`src/rtl/clause_literal_feeder.sv`:
```
// Fetches a clause from the clause table, strips the literal of the variable being
// flipped, feeds the rest to an external evaluator and returns its break verdict.
module clause_literal_feeder #(
  parameter int NSAT         = 3,
  parameter int NUM_VARS     = 64,
  parameter int VAR_IDX_W    = 6,
  parameter int CLAUSE_IDX_W = 8,
  parameter int EVAL_LATENCY = 2
) (
  input  logic                              clk_i,
  input  logic                              rst_ni,
  input  logic                              req_valid_i,
  output logic                              req_ready_o,
  input  logic [CLAUSE_IDX_W-1:0]           req_clause_i,
  input  logic [VAR_IDX_W-1:0]              req_excl_var_i,
  input  logic [NUM_VARS-1:0]               assign_i,
  output logic                              ct_en_o,
  output logic [CLAUSE_IDX_W-1:0]           ct_addr_o,
  input  logic [NSAT*(VAR_IDX_W+1)-1:0]     ct_rdata_i,
  output logic [NSAT-2:0]                   var_val_o,
  output logic [NSAT-2:0]                   var_neg_o,
  input  logic                              break_i,
  output logic                              resp_valid_o,
  input  logic                              resp_ready_i,
  output logic                              resp_break_o,
  output logic                              resp_err_o,
  output logic [CLAUSE_IDX_W-1:0]           resp_clause_o
);

  localparam int LIT_W  = VAR_IDX_W + 1;
  localparam int CNT_W  = $clog2(EVAL_LATENCY + 2);
  localparam int SLOT_W = (NSAT > 1) ? $clog2(NSAT) : 1;

  typedef enum logic [2:0] {IDLE, RD, WAIT, EVAL, RESP} state_t;

  state_t                       state, state_nxt;
  logic [CLAUSE_IDX_W-1:0]      clause_q;
  logic [VAR_IDX_W-1:0]         excl_q;
  logic [CNT_W-1:0]             cnt;
  logic [NSAT-1:0][LIT_W-1:0]   lits;
  logic                         matched;
  logic                         bad_idx;
  logic [SLOT_W-1:0]            match_slot;
  logic                         wait_err;
  logic                         eval_done;
  logic [NSAT-2:0]              val_nxt;
  logic [NSAT-2:0]              neg_nxt;

  assign lits          = ct_rdata_i;
  assign eval_done     = (state == EVAL) && (cnt == CNT_W'(EVAL_LATENCY));
  assign req_ready_o   = (state == IDLE);
  assign ct_en_o       = (state == RD);
  assign ct_addr_o     = clause_q;
  assign resp_clause_o = clause_q;

  // Only the first slot matching the flipped variable is dropped; the survivors
  // pack down in ascending slot order.
  always_comb begin
    matched    = 1'b0;
    bad_idx    = 1'b0;
    match_slot = '0;
    val_nxt    = var_val_o;
    neg_nxt    = var_neg_o;
    for (int k = 0; k < NSAT; k++) begin
      if (int'(lits[k][VAR_IDX_W-1:0]) >= NUM_VARS) bad_idx = 1'b1;
      if (!matched && (lits[k][VAR_IDX_W-1:0] == excl_q)) begin
        matched    = 1'b1;
        match_slot = SLOT_W'(k);
      end
    end
    for (int j = 0; j < NSAT - 1; j++) begin
      for (int k = 0; k < NSAT; k++) begin
        if (((k == j) && (j < int'(match_slot))) ||
            ((k == j + 1) && (j >= int'(match_slot)))) begin
          val_nxt[j] = assign_i[lits[k][VAR_IDX_W-1:0]];
          neg_nxt[j] = lits[k][VAR_IDX_W];
        end
      end
    end
    wait_err = bad_idx | ~matched;
  end

  always_ff @(posedge clk_i or negedge rst_ni) begin
    if (!rst_ni) state <= IDLE;
    else         state <= state_nxt;
  end

  always_comb begin
    state_nxt = state;
    case (state)
      IDLE:    if (req_valid_i) state_nxt = RD;
      RD:      state_nxt = WAIT;
      WAIT:    state_nxt = wait_err ? RESP : EVAL;
      EVAL:    if (eval_done) state_nxt = RESP;
      RESP:    if (resp_valid_o && resp_ready_i) state_nxt = IDLE;
      default: state_nxt = IDLE;
    endcase
  end

  // On the error path RESP is entered with resp_valid_o low and raised one edge
  // later; on the normal path it rises together with the break capture.
  always_ff @(posedge clk_i or negedge rst_ni) begin
    if (!rst_ni) begin
      clause_q     <= '0;
      excl_q       <= '0;
      cnt          <= '0;
      var_val_o    <= '1;
      var_neg_o    <= '0;
      resp_break_o <= 1'b0;
      resp_err_o   <= 1'b0;
      resp_valid_o <= 1'b0;
    end else begin
      case (state)
        IDLE: begin
          if (req_valid_i) begin
            clause_q <= req_clause_i;
            excl_q   <= req_excl_var_i;
          end
        end
        WAIT: begin
          if (wait_err) begin
            resp_err_o   <= 1'b1;
            resp_break_o <= 1'b0;
          end else begin
            var_val_o <= val_nxt;
            var_neg_o <= neg_nxt;
          end
        end
        EVAL: begin
          if (eval_done) begin
            cnt          <= '0;
            resp_break_o <= break_i;
            resp_err_o   <= 1'b0;
            resp_valid_o <= 1'b1;
          end else begin
            cnt <= cnt + CNT_W'(1);
          end
        end
        RESP: begin
          if (!resp_valid_o)     resp_valid_o <= 1'b1;
          else if (resp_ready_i) resp_valid_o <= 1'b0;
        end
        default: ;
      endcase
    end
  end

endmodule

```
`config.mk`:
```
export PLATFORM = sky130hd
export DESIGN_NAME = clause_literal_feeder
export DESIGN_NICKNAME = d
export VERILOG_FILES = /design/src/rtl/clause_literal_feeder.sv
export SDC_FILE = /design/constraint.sdc
export NUM_CORES = 1
export LEC_CHECK = 0
export CORE_MARGIN = 3
export CORE_UTILIZATION = 48
export DETAILED_ROUTE_END_ITERATION = 10
export GPL_TIMING_DRIVEN = 0
export PLACE_DENSITY = 0.92
export SYNTH_ARGS = -nofsm -noshare
export SYNTH_HDL_FRONTEND = slang
export SYNTH_SLANG_ARGS = --single-unit
```
`constraint.sdc`:
```
create_clock -name clk_i -period 3.3 [get_ports clk_i]
set_input_delay 0.825 -clock clk_i [delete_from_list [all_inputs] [get_ports clk_i]]
set_output_delay 0.825 -clock clk_i [all_outputs]
set_load 0.02 [all_outputs]
```
==> summary.txt <==
Global routing
  • GRT Resource Usage Total: 0.2684
  • GRT overflow: 0
  • First-pass GRT wire length: 15,790 um
  • Vias in the first global route: between 3,000 and 4,000
  • Largest net degree at the start of global routing: 27
  • Initial antenna violation count: 0

Drt
  • 1st-iter DRT viols: approximately 270
  • Post-DRT Antenna Nets: 0
  • Vias per cell: 6.545
  • Drt pass-1 iters: 6
  • Routed WL: 10,050 um
  • WL per Instance: between 20 and 25 um
  • Vias: about 3,000
  • # DRC: 0

Cells and area
  • N_diodes: 0
  • Layout cell share with drive strength beyond 1: 0.2381
  • Commonest non-fill, non-tap cell in the layout: clkdlybuf4s50_1
  • Most frequent cells in the layout: clkdlybuf4s50_1 (116), mux4_2 (38), dfrtp_1 (24)
  • Post-route cell area: about 0.0045 sq mm
  • Area grow syn2layout: 41.68%
  • Final non-filler cell total: around 450
  • Final core occ: 0.7263
  • Fin nets: between 400 and 500

Timing
  • Setup TNS: 0 ns
  • Tightest Pin Transition: 1.198 ns
  • RSZ-0062 raised after global routing: false
  • Endpoints failing setup: 0
  • Slew Viols, Final: 0
  • Final worst path period need: 3.136 ns
  • Slew margin rel.: 0.1987
  • Final cycle utilization of the critical path: 0.9503
  • Skew final: about 0.0034 ns
  • Achievable Freq: approximately 320 MHz
  • Final hold vios: 0

CTS
  • # resized after CTS: 0
  • TritonCTS clock tree: done
  • Setup repair bufs after CTS: 0
  • Clock buffer count from CTS: 3
  • CTS H-tree lvls: 1
  • Clk pin slew, worst setup/hold paths: roughly 0.09 ns
  • Hold buffers post-CTS: 0
  • Longest Clk Path Bufs: 2
  • CTS sink count: 26
  • Root Driver: clkbuf_8
  • Worst-Skew Late Latency: between 0.2 and 0.3 ns

Floorplan
  • Die X: approximately 87 um
  • Top-Level Pins: around 130
  • Number of cell rows: 28
  • Initial Util: 0.5127
  • Die ar.: ~0.0076 sq mm
  • Core area: ~0.006 sq mm
  • Die Height: 86.92 um

Place
  • DP Cell Count: 449
  • Routability Congestion: between 0.9 and 1
  • Post-DP HPWL: around 8100 um
  • I/O Buffers: about 120
  • Placed Area: between 0.004 and 0.005 sq mm

Power
  • Power Density: approximately 500 mW/mm^2
  • P_sw: around 0.9 mW
  • Worst vdd ir: roughly 0.00050 V
  • Seq pwr share: 0.276
  • Internal power: roughly 1.3 mW
  • Logic pwr share: 0.631
  • Net Sw Frac: 0.3975
  • Clock power share: 0.093
  • Leak: around 1.7 nW

Setup path
  • WP data arrival: 3.34 ns
  • CP Depth: 8
  • Critical path class: primary input to flop
  • Max Fanout on Critical Path: 10
  • CP Cell Sequence: clkdlybuf4s50_1 -> buf_1 -> mux4_2 -> mux2i_1 -> mux2i_1 -> o21ai_0 -> a211oi_2 -> a221o_1
  • Delay-heaviest family, CP: buffers and inverters
  • Crit. End Element: flop
  • Most used cell along the critical path: mux2i_1
  • Worst path bufs/invs: 2
  • CP startpoint kind: primary input
  • CP max stage delay: approximately 0.54 ns
  • WP data required: around 3.5 ns
  • Worst reg-to-reg path cell count: 4
  • Crit-path slowest cell: clkdlybuf4s50_1

Synth
  • Post-Syn Area per Cell: approximately 12 sq um
  • Synth Register Bits: 26
  • Cells after synthesis: roughly 260
  • Unique masters post-synth: 51
  • Warnings from Yosys: 0
  • Net Count, Synth: around 360
  • Synth Flop Type: dfrtp_1
  • Post-Synthesis Cell Area: roughly 0.0031 sq mm
  • Register area share after synthesis: 0.2078
  • Post-synth EDFFs: 0
  • FFs w/ async S/R, synth: 1.000

Job
  • Max Cap Viol: 0

Hold path
  • Hold path depth: 2
  • HP Class: flop to flop

Outcome
  • Status: completed
per-stage QoR:
| stage | hold slack [ns] | total power [mW] | setup WS (ns) |
|---|---|---|---|
| floorplan | 0.4850 | 1.449 | 0.6630 |
| global placement | 0.4697 | 1.971 | -0.01371 |
| detailed placement | 0.4850 | 2.021 | -0.03290 |
| CTS | 0.5052 | 2.236 | 0.2382 |
| global route | 0.5311 | 2.363 | 0.07418 |
| finish | 0.5034 | 2.234 | 0.1639 |
final timing paths:
kind / from / to / slack, ns
max: ct_rdata_i[9] / var_val_o[0] / 0.16
min: var_neg_o[1] / var_neg_o[1] / 0.50
max reg2reg: state[0] / ct_addr_o[1] / 0.89
min reg2reg: var_neg_o[1] / var_neg_o[1] / 0.50
max in group asynchronous: rst_ni / ct_addr_o[0] / 1.41
min in group asynchronous: rst_ni / ct_addr_o[7] / 1.19
cell usage after synthesis (3+ instances only):
cell type | n | area (sq um)
clkbuf_1 | 6 | 22.52
o21ai_0 | 5 | 25.02
inv_1 | 6 | 22.52
buf_12 | 3 | 60.06
mux2i_1 | 17 | 170.2
a31oi_1 | 3 | 18.77
nand3_1 | 12 | 60.06
xor2_1 | 6 | 52.55
nand2_1 | 10 | 37.54
dfrtp_1 | 24 | 600.6
xnor2_1 | 12 | 105.1
mux2_1 | 5 | 56.30
nor2_1 | 7 | 26.28
mux4_1 | 8 | 210.2
a211oi_1 | 4 | 30.03
o21ai_1 | 3 | 15.01
mux2_2 | 14 | 157.7
nand4_1 | 6 | 37.54
buf_6 | 3 | 33.78
nor3_1 | 4 | 20.02
nor2b_1 | 5 | 31.28
a21oi_1 | 4 | 20.02
mux4_2 | 38 | 855.8
a22oi_1 | 7 | 52.55
buf_2 | 6 | 30.03
buf_4 | 8 | 60.06
routing by layer:
layer / GRT usage / wire length [um] / vias up
li1: - / - / 1288
met1: 0.3716 / 3807 / 1454
met2: 0.4382 / 5042 / 207
met3: 0.05393 / 1050 / 16
met4: 0.05949 / 146 / 0
met5: 0 / 0 / -
kinds of logic (layout without fill, tap and decap cells):
| kind of cell | count (synthesis) | count (layout) | share of synthesized area |
|---|---|---|---|
| muxes | 82 | 82 | 0.4614 |
| and+or+nand+nor | 57 | 57 | 0.1051 |
| AOI/OAI and AO/OA | 39 | 39 | 0.09634 |
| buffers and inverters | 36 | 156 | 0.07922 |
| DFF | 26 | 26 | 0.2078 |
| xor gates and xnor gates | 18 | 18 | 0.05016 |
layout make-up:
type	instances	area (sq um)
Multi-Input combinational cell	196	2241
Fill cell	445	1678
Timing Repair Buffer	116	1161
Sequential cell	26	653.1
Buffer	30	226.5
Tap cell	75	93.84
Clock buffer	4	55.05
Inverter	6	22.52
registers in the layout, summed over array words and instances (netlist names):
register	count
excl_q	6
ct_addr_o	8
resp_break_o	1
resp_err_o	1
var_val_o	2
state	3
var_neg_o	2
resp_valid_o	1
cnt	2
power by group through the flow:
| stage | clock network [mW] | logic, mW | registers, mW |
|---|---|---|---|
| after CTS | 0.211 | 1.41 | 0.615 |
| after global placement | 0 | 1.36 | 0.608 |
| after global routing | 0.225 | 1.50 | 0.641 |
| after floorplan | 0 | 0.758 | 0.691 |
| after detailed placement | 0 | 1.40 | 0.620 |
| final | 0.207 | 1.41 | 0.617 |
worst reg2reg max path, delay by kind of cell (launching register included):
kind | cells | cell delay [ns]
simple gates | 1 | 0.98
buf+inv | 2 | 0.58
flops | 1 | 0.37
mux | 1 | 0.37
Note: power is estimated with default switching activity, not from simulation.
